`src/rtl/ysyx_22041211_lsu.sv`:
```
`default_nettype none
// ============================================================================
// Module   : ysyx_22041211_lsu
// Purpose  : Load/store unit between the pipeline and a single-port SRAM.
//            It accepts one request at a time, performs a single-cycle SRAM
//            access, lane-aligns or extends the data, and holds the result
//            for writeback until it is accepted. Misaligned requests and
//            unknown op codes complete without touching memory.
// Ports    : clk, rst (async, active-low)
//            lsu_*_i / lsu_ready_o   : request handshake (op, addr, wdata, rd)
//            mem_*_o / mem_rdata_i   : SRAM port (combinational read data,
//                                      write commits on the clk edge)
//            wb_*_o  / wb_ready_i    : writeback handshake
// Revision : 1.0 - initial release
// ============================================================================
module ysyx_22041211_lsu #(
    parameter int ADDR_LEN = 32,
    parameter int DATA_LEN = 32
) (
    input  logic                clk,
    input  logic                rst,
    input  logic                lsu_valid_i,
    output logic                lsu_ready_o,
    input  logic [3:0]          lsu_op_i,
    input  logic [ADDR_LEN-1:0] lsu_addr_i,
    input  logic [DATA_LEN-1:0] lsu_wdata_i,
    input  logic [4:0]          lsu_rd_i,
    output logic                mem_ren_o,
    output logic                mem_wen_o,
    output logic [ADDR_LEN-1:0] mem_raddr_o,
    output logic [ADDR_LEN-1:0] mem_waddr_o,
    output logic [DATA_LEN-1:0] mem_wdata_o,
    output logic [7:0]          mem_wmask_o,
    output logic [7:0]          mem_rmask_o,
    input  logic [DATA_LEN-1:0] mem_rdata_i,
    output logic                wb_valid_o,
    input  logic                wb_ready_i,
    output logic [DATA_LEN-1:0] wb_rdata_o,
    output logic [4:0]          wb_rd_o,
    output logic                wb_is_load_o,
    output logic                wb_misalign_o
);

    typedef enum logic [1:0] {
        S_IDLE   = 2'd0,
        S_ACCESS = 2'd1,
        S_RESP   = 2'd2
    } state_e;

    state_e state_q, state_d;

    logic [3:0]          op_q;
    logic [ADDR_LEN-1:0] addr_q;
    logic [DATA_LEN-1:0] wdata_q;
    logic [4:0]          rd_q;
    logic [DATA_LEN-1:0] result_q;
    logic                is_load_q;
    logic                misalign_q;

    // ---------------- incoming request decode ----------------
    logic req_known, req_load, req_misalign, accept;

    always_comb begin
        req_known = 1'b0;
        req_load  = 1'b0;
        case (lsu_op_i)
            4'b0000, 4'b0001, 4'b0010, 4'b0100, 4'b0101: begin
                req_known = 1'b1;
                req_load  = 1'b1;
            end
            4'b1000, 4'b1001, 4'b1010: req_known = 1'b1;
            default: ;
        endcase
        req_misalign = req_known &
                       (((lsu_op_i[1:0] == 2'b01) & lsu_addr_i[0]) |
                        ((lsu_op_i[1:0] == 2'b10) & (lsu_addr_i[1:0] != 2'b00)));
    end

    // Ready is also gated by rst so that every output reads 0 during reset.
    assign lsu_ready_o = (state_q == S_IDLE) & rst;
    assign accept      = lsu_valid_i & lsu_ready_o;

    // ---------------- state register ----------------
    always_ff @(posedge clk or negedge rst) begin
        if (!rst) state_q <= S_IDLE;
        else      state_q <= state_d;
    end

    // ---------------- lane helpers for the latched request ----------------
    logic [4:0]          shamt;
    logic [7:0]          lane_mask;
    logic [DATA_LEN-1:0] store_trim;
    logic [DATA_LEN-1:0] load_lane;
    logic [DATA_LEN-1:0] load_ext;

    assign shamt     = {addr_q[1:0], 3'b000};
    assign load_lane = mem_rdata_i >> shamt;

    always_comb begin
        case (op_q[1:0])
            2'b00:   lane_mask = 8'h01 << addr_q[1:0];
            2'b01:   lane_mask = 8'h03 << addr_q[1:0];
            default: lane_mask = 8'h0F;
        endcase

        // Trim store data to its size so lanes outside the mask stay 0.
        case (op_q[1:0])
            2'b00:   store_trim = {{(DATA_LEN-8){1'b0}},  wdata_q[7:0]};
            2'b01:   store_trim = {{(DATA_LEN-16){1'b0}}, wdata_q[15:0]};
            default: store_trim = wdata_q;
        endcase

        case (op_q)
            4'b0000: load_ext = {{(DATA_LEN-8){load_lane[7]}},   load_lane[7:0]};
            4'b0001: load_ext = {{(DATA_LEN-16){load_lane[15]}}, load_lane[15:0]};
            4'b0100: load_ext = {{(DATA_LEN-8){1'b0}},  load_lane[7:0]};
            4'b0101: load_ext = {{(DATA_LEN-16){1'b0}}, load_lane[15:0]};
            default: load_ext = load_lane;
        endcase
    end

    // ---------------- next state and outputs ----------------
    always_comb begin
        state_d     = state_q;
        mem_ren_o   = 1'b0;
        mem_wen_o   = 1'b0;
        mem_raddr_o = '0;
        mem_waddr_o = '0;
        mem_wdata_o = '0;
        mem_rmask_o = 8'h00;
        mem_wmask_o = 8'h00;

        case (state_q)
            S_IDLE: begin
                if (accept) begin
                    // Faults and unknown ops skip the memory cycle entirely.
                    state_d = (req_known & ~req_misalign) ? S_ACCESS : S_RESP;
                end
            end
            S_ACCESS: begin
                state_d = S_RESP;
                if (op_q[3]) begin
                    mem_wen_o   = 1'b1;
                    mem_waddr_o = {addr_q[ADDR_LEN-1:2], 2'b00};
                    mem_wdata_o = store_trim << shamt;
                    mem_wmask_o = lane_mask;
                end else begin
                    mem_ren_o   = 1'b1;
                    mem_raddr_o = {addr_q[ADDR_LEN-1:2], 2'b00};
                    mem_rmask_o = lane_mask;
                end
            end
            S_RESP: begin
                if (wb_ready_i) state_d = S_IDLE;
            end
            default: state_d = S_IDLE;
        endcase
    end

    // ---------------- request / result registers ----------------
    always_ff @(posedge clk or negedge rst) begin
        if (!rst) begin
            op_q       <= 4'b0000;
            addr_q     <= '0;
            wdata_q    <= '0;
            rd_q       <= 5'd0;
            result_q   <= '0;
            is_load_q  <= 1'b0;
            misalign_q <= 1'b0;
        end else if (accept) begin
            op_q       <= lsu_op_i;
            addr_q     <= lsu_addr_i;
            wdata_q    <= lsu_wdata_i;
            rd_q       <= lsu_rd_i;
            result_q   <= '0;
            is_load_q  <= req_load;
            misalign_q <= req_misalign;
        end else if ((state_q == S_ACCESS) && !op_q[3]) begin
            result_q   <= load_ext;
        end
    end

    assign wb_valid_o    = (state_q == S_RESP);
    assign wb_rdata_o    = wb_valid_o ? result_q : '0;
    assign wb_rd_o       = wb_valid_o ? rd_q : 5'd0;
    assign wb_is_load_o  = wb_valid_o & is_load_q;
    assign wb_misalign_o = wb_valid_o & misalign_q;

endmodule
`default_nettype wire

```
`config.mk`:
```
export PLATFORM = sky130hd
export DESIGN_NAME = ysyx_22041211_lsu
export DESIGN_NICKNAME = d
export VERILOG_FILES = /design/src/rtl/ysyx_22041211_lsu.sv
export SDC_FILE = /design/constraint.sdc
export NUM_CORES = 1
export LEC_CHECK = 0
export ABC_AREA = 1
export CAP_MARGIN = 30
export CORE_UTILIZATION = 47
export DETAILED_ROUTE_END_ITERATION = 8
export PLACE_DENSITY_LB_ADDON = 0.12
export SYNTH_ARGS = -nofsm -noshare
export SYNTH_HDL_FRONTEND = slang
export SYNTH_SLANG_ARGS = --single-unit
```
`constraint.sdc`:
```
create_clock -name clk -period 2.6 [get_ports clk]
set_input_delay 0.52 -clock clk [delete_from_list [all_inputs] [get_ports clk]]
set_output_delay 0.52 -clock clk [all_outputs]
set_load 0.02 [all_outputs]
```
## Yosys cells after proc, flatten, opt, wreduce, memory -nomap -nowiden

Cells that the tools add are included.

- Bits in registers: 109
- Input port bits: 109
- Output and inout port bits: 155
- Word-level logic and storage cells: 77

- Eq/ne operators: 17
- Shift-type cells: 4
- Multiplexer cells: 27
- Bitwise gates (word level): 10
- Reductions and logical operators: 11

Operators by type and width:

| operator | count |
|---|---|
| 32-bit 2-to-1 mux | 9 |
| 32-bit one-hot mux with 4 select lines | 1 |
| 32-bit one-hot mux with 2 select lines | 1 |
| 8-bit 2-to-1 mux | 4 |
| 32-bit by 5-bit left shift with 32-bit output | 1 |
| 32-bit by 5-bit >> shifter with 32-bit output | 1 |
| 4-bit by 3-bit equality test with 1-bit output, second input constant | 4 |
| 8-bit one-hot mux with 2 select lines | 1 |
| 4-bit equality test, second input constant | 3 |
| 1-bit bitwise AND | 8 |
| 4-bit by 1-bit equality test with 1-bit output, second input constant | 2 |
| 4-bit logical NOT | 2 |
| 8-bit OR reduction | 1 |
| 1-bit by 2-bit left shift with 8-bit output, first input constant | 1 |
| 2-bit by 2-bit left shift with 8-bit output, first input constant | 1 |
| 2-bit by 1-bit equality test with 1-bit output, second input constant | 3 |
| 1-bit 2-to-1 mux | 6 |
| 2-bit 2-to-1 mux | 3 |
| 2-bit one-hot mux with 3 select lines | 1 |
| 5-bit 2-to-1 mux | 1 |
| 5-bit OR reduction | 1 |
| 2-bit equality test, second input constant | 2 |
| 4-bit by 2-bit equality test with 1-bit output, second input constant | 1 |
| 2-bit logical NOT | 2 |
| other kinds (8) | 9 |

## Logic depth before layout (Yosys ltp)

Gate-level depths: netlist (run 1).

- Depth after elaboration: 9
- Depth in mapped cells: 11
- Depth with buffers taken out: 8

## Worst setup path before layout (run 1)

No wires, ideal clock.

- Path type: reg2out
- Start: register state_q[0]
- End: output mem_wdata_o[20]
- Arrival: 1444 ps
- Slack: 636 ps
- Stages on the path, launching flop included: 8
- Cells stage by stage: dfrtp_1 inv_2 nor2_4 nand2_4 inv_2 nand2_2 buf_6 a22oi_1

- Word-level cells in the longest chain between the ends: 2

RTL lines:

| item | RTL line | source |
|---|---|---|
| start, declared | 50 | `state_e state_q, state_d;` |
| start signal, assigned | 86 | `else state_q <= state_d;` |
| 2-bit by 1-bit equality test with 1-bit output | 133 | `case (state_q)` |
| 32-bit 2-to-1 mux | 133 |  |
| end, declared | 32 | `output logic [DATA_LEN-1:0] mem_wdata_o,` |

No other way between the ends.

## Final worst setup path (run 1)

- Start: register state_q[0]
- End: output mem_raddr_o[21]

- Word-level cells in the longest chain between the ends: 2

RTL lines:

| item | RTL line | source |
|---|---|---|
| 2-bit by 1-bit equality test with 1-bit output | 133 |  |
| 32-bit 2-to-1 mux | 133 |  |
| end, declared | 30 | `output logic [ADDR_LEN-1:0] mem_raddr_o,` |

No other way between the ends.

==> impl_summary.md, run 1 <==
Outcome
The flow ran to the end, and the final reports show no timing, DRC or antenna violations.

Pwr
The combinational cell fraction of total power is 36.6%. The worst supply voltage drop on vdd is 0.5306 mV. Power comes to 5.829 mW.

The static leakage is 5.836 nW. Summed over all nets, the switching power comes to 2.217 mW. The internal portion of the total power is 3.612 mW.

Dividing total power by cell area gives a power density of 628.0 nW/um2. Of the total power, registers draw 39.3%. The clock group share of total power is 24.0%.

Net switching is 38.03% of the power.

Setup path
The endpoint type of the worst setup path is an output pin. The maximum fanout count along the critical path is 35. The type of the worst setup path is flop to output pin. The worst setup path is launched from a flop. The startpoint identified for the worst register-to-register timing path is addr_q[0]. For the worst setup path, the data arrival time is 1.97 ns. The worst register-to-register path has a depth of 8. At the worst endpoint, the required time is 2.08 ns. The launching element of the worst setup path is state_q[0].

Drt
The via total after detailed routing is 6677. The aggregate routed wire length is 20.41 mm. The average wire per standard cell is 15.37 um. Once detail routing completed, the nets flagged for antenna violations numbered 0. The first detailed-routing pass took 5 iterations. The first routing iteration left 513 violations. The vias per cell is 5.028. The DRC violations left is 0.

Synthesis
The share of the synthesized netlist area taken by xor and xnor gates is 0%. Summing the areas of all fa, ha and maj instances in the mapped netlist gives 0% of the synthesized area. The commonest cells after synthesis are nand2_1, nor2_1, dfrtp_1. The leading area contributor after synthesis is dfrtp_1. The most instantiated flip-flop cell in the synthesis netlist is dfrtp_1. The synthesis warning total is 0. The top cell type by area accounts for 43.36% of the synthesized area. The count of distinct cell types in the synthesized netlist is 26. The post-synthesis sequential area ratio is 43.36%. The fraction of the mapped netlist area in simple logic gates is 31.44%. The mapped netlist covers 6291 um2.

The gate count after technology mapping is 926. Of all flip-flops after synthesis, the portion carrying an async set or reset was 100.0%. Summing the areas of all compound-gate instances in the mapped netlist gives 12.55% of the synthesized area. Sorting the synthesized cells by area gives the leading types as dfrtp_1, nand2_1, nor2_1. The number of enable flip-flop cells after synthesis is 0. After synthesis, the mean cell area works out to 6.794 um2. In the synthesized netlist, mux cells make up 0% of the area. The most common cell in the synthesized netlist is nand2_1. Counting flops and latches in the post-synthesis netlist gives 109. The combinational family with the most area after synthesis is simple AND/OR/NAND/NOR gates.

GRT
The wire length of the first global-routing pass is 32.00 mm. The initial antenna violation count is 0. The number of global-route vias before repair was 6188. The overall global routing resource usage is 29.41%. The total overflow reported by the global router is 0. Entering global routing, the biggest net connects 64 pins.

CTS
The clock transition at the register clock pins on the worst setup and hold paths after CTS is 0.07 ns. The number of CTS-inserted buffers is 9. CTS built an H-tree with a depth of 3. After clock tree synthesis, the flow added hold-fix buffers numbering 0. The maximum clock path buffer count is 2. In this run the post-CTS setup repair buffer count came out at 0. Clock latency on the worst-skew pair, taken at its later pin, is 0.35 ns.

The root buffer cell chosen for the clock tree is clkbuf_16. TritonCTS built the clock tree. Clock tree synthesis found a total of 109 sinks.

The post-cts sizing count is 77.

Cells and area
Measured on the finished design, the core utilization comes to 72.37%. After the last flow step, the layout net total stands at 1260. 0 antenna diodes ended up in the layout.

Relative to the synthesized area, the layout overhead comes to 47.53%. The share of cells above drive strength 1 is 5.536%.

Die
The vertical die dimension is 117.7 um. The count of boundary I/O pins is 264. In this run the core area contains 41 standard-cell rows. The initial standard-cell utilization of the core is 49.05%. The die width is 117.7 um. The die area is 13850 um2. The area of the core is 12820 um2.

Timing
The count of pins over their slew limit is 0. Setup violations remaining at the end of the flow were counted as 0. The worst hold margin is 0.3333 ns. The number of hold violations in the final report was 0. The transition at the pin with the smallest max-transition slack is 0.8078 ns. The final setup skew is 0.005985 ns. The shortest period the worst path allows is 2.493 ns. The final worst-path cycle share is 95.88%. The summed negative setup slack over all endpoints is 0 ns.

Setup repair after global routing left no endpoint under its margin. The max-slew headroom at the worst pin is 46.15%. The maximum clock frequency is 401.1 MHz. The worst path meets setup with 0.1071 ns of slack.

Placed design
The count of port buffers added during placement is 253. After legalization and detailed placement, the total HPWL measured 15.09 mm. The post-placement setup slack is 0.1198 ns. The final estimated routing congestion in global placement is 0.9299.

Hold path
In this run the worst hold path is classified as input pin to asynchronous set/reset pin.

Job
The number of max-cap violations is 0.
-- registers in the layout, indices dropped and copies added, names as in the netlist --
| signal | count |
|---|---|
| state_q | 2 |
| op_q | 4 |
| misalign_q | 1 |
| wdata_q | 32 |
| addr_q | 32 |
| result_q | 32 |
| rd_q | 5 |
| is_load_q | 1 |
-- per-stage QoR --
| stage | instances | cell area, um2 |
|---|---|---|
| 2_1_floorplan | 935 | 6325 |
| 4_1_cts | 1328 | 9094 |
| 3_5_place_dp | 1312 | 8853 |
| 5_1_grt | 1328 | 9281 |
| 3_3_place_gp | 1312 | 8853 |
| 6_report | 1328 | 9281 |
-- power by group through the flow --
stage	combinational, mW	clock [mW]	sequential [mW]
finish	2.14	1.40	2.29
global route	2.38	1.49	2.34
CTS	2.12	1.43	2.29
detailed placement	2.12	0	2.31
global placement	2.10	0	2.30
floorplan	1.44	0	2.23
-- routing by layer --
layer	up-vias	wire, um	track usage [%]
met5	-	0	0
met4	0	547	10.74
met3	36	1446	6.686
met2	266	9971	49.52
met1	3103	8447	36.79
li1	3272	-	-
-- cell type report --
cell class              count  area [um2]
clock buffers              11       242.7
clock inverters             5       58.81
fillers                  1098        3543
inverters                 110       416.7
multi-input cells         650        2825
flip-flops and latches    109        2731
well taps                 172       215.2
repair buffers            271        2791
-- worst max-delay path, cell delays in order, from the launching register on --
cell and delay (ns):
dfrtp_1 0.42, inv_2 0.08, nor2_4 0.12, nand2_2 0.10
buf_12 0.19, nor2_1 0.09, clkdlybuf4s50_1 0.61
-- kinds of logic (layout without fill, tap and decap cells) --
group           count (synthesis)  count (layout)
compound gates                147             147
flops                         109             109
other cells                     1              10
simple gates                  493             493
buf+inv                       176             397
-- cells in the final DEF, fill, tap and decap left out, types with 26 or more instances in the layout --
master / Yosys / routed
a21oi_1: 28 / 26
inv_1: 100 / 99
nand3_1: 28 / 28
clkdlybuf4s50_1: 0 / 117
nand2_1: 303 / 303
nor2_1: 145 / 145
o21ai_0: 75 / 67
dlymetal6s2s_1: 0 / 72
dfrtp_1: 109 / 108
dlygate4sd2_1: 0 / 63
-- final timing paths --
kind	to	slack (ns)
max reg2reg	result_q[22]	0.63
max in group asynchronous	addr_q[0]	1.59
max	mem_raddr_o[21]	0.11
min	result_q[26]	0.33
min in group clk	wdata_q[31]	0.48
min reg2reg	wdata_q[31]	0.48
(Power assumes the default switching activity.)
==> run 2: changes to the inputs <==
--- a/config.mk
+++ b/config.mk
@@ -8,6 +8,7 @@
 export ABC_AREA = 1
 export CAP_MARGIN = 30
 export CORE_UTILIZATION = 47
+export CTS_CLUSTER_DIAMETER = 120
 export DETAILED_ROUTE_END_ITERATION = 8
 export PLACE_DENSITY_LB_ADDON = 0.12
 export SYNTH_ARGS = -nofsm -noshare
==> results of run 2 <==
Final layout, timing and power as in run 1 (identical DEF).
==> run 3: changes to the inputs <==
--- a/config.mk
+++ b/config.mk
@@ -10,7 +10,9 @@
 export CORE_UTILIZATION = 47
 export CTS_CLUSTER_DIAMETER = 120
 export DETAILED_ROUTE_END_ITERATION = 8
+export GPL_TIMING_DRIVEN = 0
 export PLACE_DENSITY_LB_ADDON = 0.12
+export SLEW_MARGIN = 20
 export SYNTH_ARGS = -nofsm -noshare
 export SYNTH_HDL_FRONTEND = slang
 export SYNTH_SLANG_ARGS = --single-unit
==> run 3 against run 2 <==
Against the previous run:
- non-clock buffer count rose by 54
- largest power group is now combinational logic
- via count is 3.3% higher
- maximum frequency down 1.1%
==> impl_summary.md, run 3 (synthesis gave the netlist of run 1 again) <==
Outcome
The flow ran to the end, and the final reports show no timing, DRC or antenna violations.

Setup path
The critical path goes through inv_2 > nor2_4 > nand2_4 > nor2_4 > buf_4 > nand2_1 > nor2_1 > dlygate4sd2_1. Among the stages of the critical path, the cell type that occurs most often is nor2_4. For the worst setup path, the data arrival time is 2.00 ns.

For the worst setup path, the data required time is 2.08 ns. The slowest stage cell on the critical path is dfrtp_1. For this run, the slowest stage of the critical path takes 0.42 ns. The startpoint type of the worst setup path is a flop.

Of all nets on the critical path, the largest fanout is 10. The type of the worst setup path is flop to output pin. STA classifies the critical path endpoint as an output pin.

Pwr
The switching part of the total is 37.64%. The clock group share of total power is 24.1%. For this design the total switching power over the nets is 2.260 mW. The internal power component is 3.746 mW. The worst supply voltage drop on vdd is 0.3808 mV. The completed layout was analyzed and its total power is 6.006 mW. Registers are responsible for 37.7% of the overall power. For this design the ratio of total power to cell area is 631.6 nW/um2.

The static leakage is 5.862 nW. The combinational cell fraction of total power is 38.2%.

CTS
The longest clock path from root to sink contains 2 buffers. The latest clock arrival within the worst-skew pair is 0.36 ns. Clock-pin slew was measured on the worst setup and hold paths at 0.07 ns. The root buffer cell is clkbuf_16. The CTS tree is built. The number of CTS-inserted buffers is 9. The number of hold-repair buffers added at the cts stage is 0.

The tree built by TritonCTS fans out to 109 sinks. The total number of H-tree levels is 3.

Die
In this run the count of I/O pins placed on the die edge is 264. The floorplan has 41 rows. The initial standard-cell utilization of the core is 49.05%. The core region is 12820 um2. Measured along the y axis, the die boundary spans 117.7 um.

The die area is 13850 um2. The die width is 117.7 um.

GRT
The overall global routing resource usage is 31.67%. The met2 global-route usage is 54.01%. The global routing met1 resource utilization is 39.25%. In this run the most used layer during global routing was met2. The number of global-route vias before repair is 6758. After global routing the overflow that remains totals 0. Global routing used 7.849% of the available met3 tracks. The initial antenna violation count is 0. Entering global routing, the biggest net connects 42 pins.

The wire length of the first global-routing pass is 34.35 mm.

Timing
Between clock sinks in the finished design, the worst skew comes to 0.005929 ns. The worst hold margin is 0.03859 ns. The summed negative setup slack over all endpoints is 0 ns. The shortest period the worst path allows is 2.519 ns. Setup violations remaining at the end of the flow were counted as 0. The count of pins over their slew limit came to 0. The final critical path takes up 96.90% of the cycle. The maximum clock frequency is 396.9 MHz. The post-layout worst setup margin is 0.08053 ns. The number of hold violations in the final report is 0.

Cells and area
The filler cell count is 1092. The area of the multi-input gates is 2811 um2. The finished cells cover 9509 um2. The library cell used most frequently in the layout, excluding fill and tap cells, is nand2_1. Of the cells placed in the final design, the portion with a size suffix greater than 1 is 10.34%.

The number of antenna diodes in the final layout is 0. In the final layout, the registers with the most flip-flops are addr_q: 32 flops, result_q: 32 flops, wdata_q: 32 flops. Registers take 2728 um2. The top cell types in the final layout, fill and taps aside, are nand2_1, nor2_1, clkdlybuf4s50_1. The area added between synthesis and finish is 51.15%. The layout net count is 1314.

Drt
After detailed routing, the number of vias per cell comes to 4.996. After the first detailed-routing iteration, the DRC count stood at 648. The average wire per standard cell is 15.70 um.

The final route contains 6900 vias. In the routed design, unresolved DRC markers number 0. Once detail routing completed, the nets flagged for antenna violations numbered 0. The routed design has 21.68 mm of wire. The detailed-router iteration count before antenna repair is 5.

Hold path
The min-delay analysis places its worst path in the category input pin to asynchronous set/reset pin.

Placed design
The total cell area at the placement stage is 9101 um2. The final estimated routing congestion in global placement is 1.008. The post-placement setup slack is -0.07147 ns. The half-perimeter wire length of the detailed placement result is 16.45 mm. The count of port buffers added during placement is 253.

Job
The number of max-cap violations is 0.
-- run 3: cell types whose count changed in the layout (fill, tap and decap cells not counted), sizes merged, moves of 6 or more --
cell / previous run / this run
clkdlybuf4s50: 117 / 111
dlygate4sd2: 63 / 51
clkbuf: 11 / 46
dlymetal6s2s: 72 / 62
buf: 19 / 56
clkdlybuf4s15: 0 / 9
-- run 3: worst max-delay path, delay by kind of cell (launching register included) --
| kind | cells | cell delay [ns] |
|---|---|---|
| buffers and inverters | 3 | 0.57 |
| flip-flops | 1 | 0.42 |
| AND/OR/NAND/NOR | 5 | 0.65 |
-- run 3: final timing paths --
| path | from | to | slack (ns) | cells past startpoint |
|---|---|---|---|---|
| max in group asynchronous | rst | wdata_q[3] | 1.91 | 2 |
| worst min-delay path | rst | wdata_q[30] | 0.04 | 1 |
| worst max register to register | state_q[1] | addr_q[0] | 1.04 | 7 |
| min in group clk | result_q[30] | result_q[30] | 0.49 | 2 |
| worst max-delay path | state_q[0] | mem_wdata_o[3] | 0.08 | 8 |
| worst min register to register | result_q[30] | result_q[30] | 0.49 | 2 |
-- run 3: cell type report --
cell class	count	area share (%)
buffer	66	4.329
clock buffer	11	2.447
clock inverter	4	0.7763
inverter	110	4.342
multi-input combinational	650	29.57
sequential	109	28.68
tap	172	2.263
timing repair buffer	259	27.59
-- run 3: power groups by stage --
stage               Sequential, mW  Combinational, mW  Clock (mW)
floorplan                     2.23               1.44           0
global placement              2.28               2.21           0
detailed placement            2.29               2.25           0
CTS                           2.26               2.27        1.47
global route                  2.30               2.54        1.52
finish                        2.26               2.30        1.45
-- run 3: stage by stage --
step           std cells  util, %
2_1_floorplan        935        -
3_3_place_gp        1360    70.74
3_5_place_dp        1361    70.97
4_1_cts             1380    73.26
5_1_grt             1381    74.15
6_report            1381    74.15
-- run 3: metal layers --
metal  share of wire (%)  up-vias  routed length [um]
met5                   0        -                   0
met4                 2.5        0                 541
met3                 7.8       42                1685
met2                  49      301               10660
met1                  41     3176                8791
li1                    -     3381                   -
-- run 3: timing repair --
item                       in CTS  in global routing
buffers inserted                3                  1
gates resized for setup       107                119
gates cloned                    1                  0
pin swaps                       1                  1
setup endpoints to repair     142                113
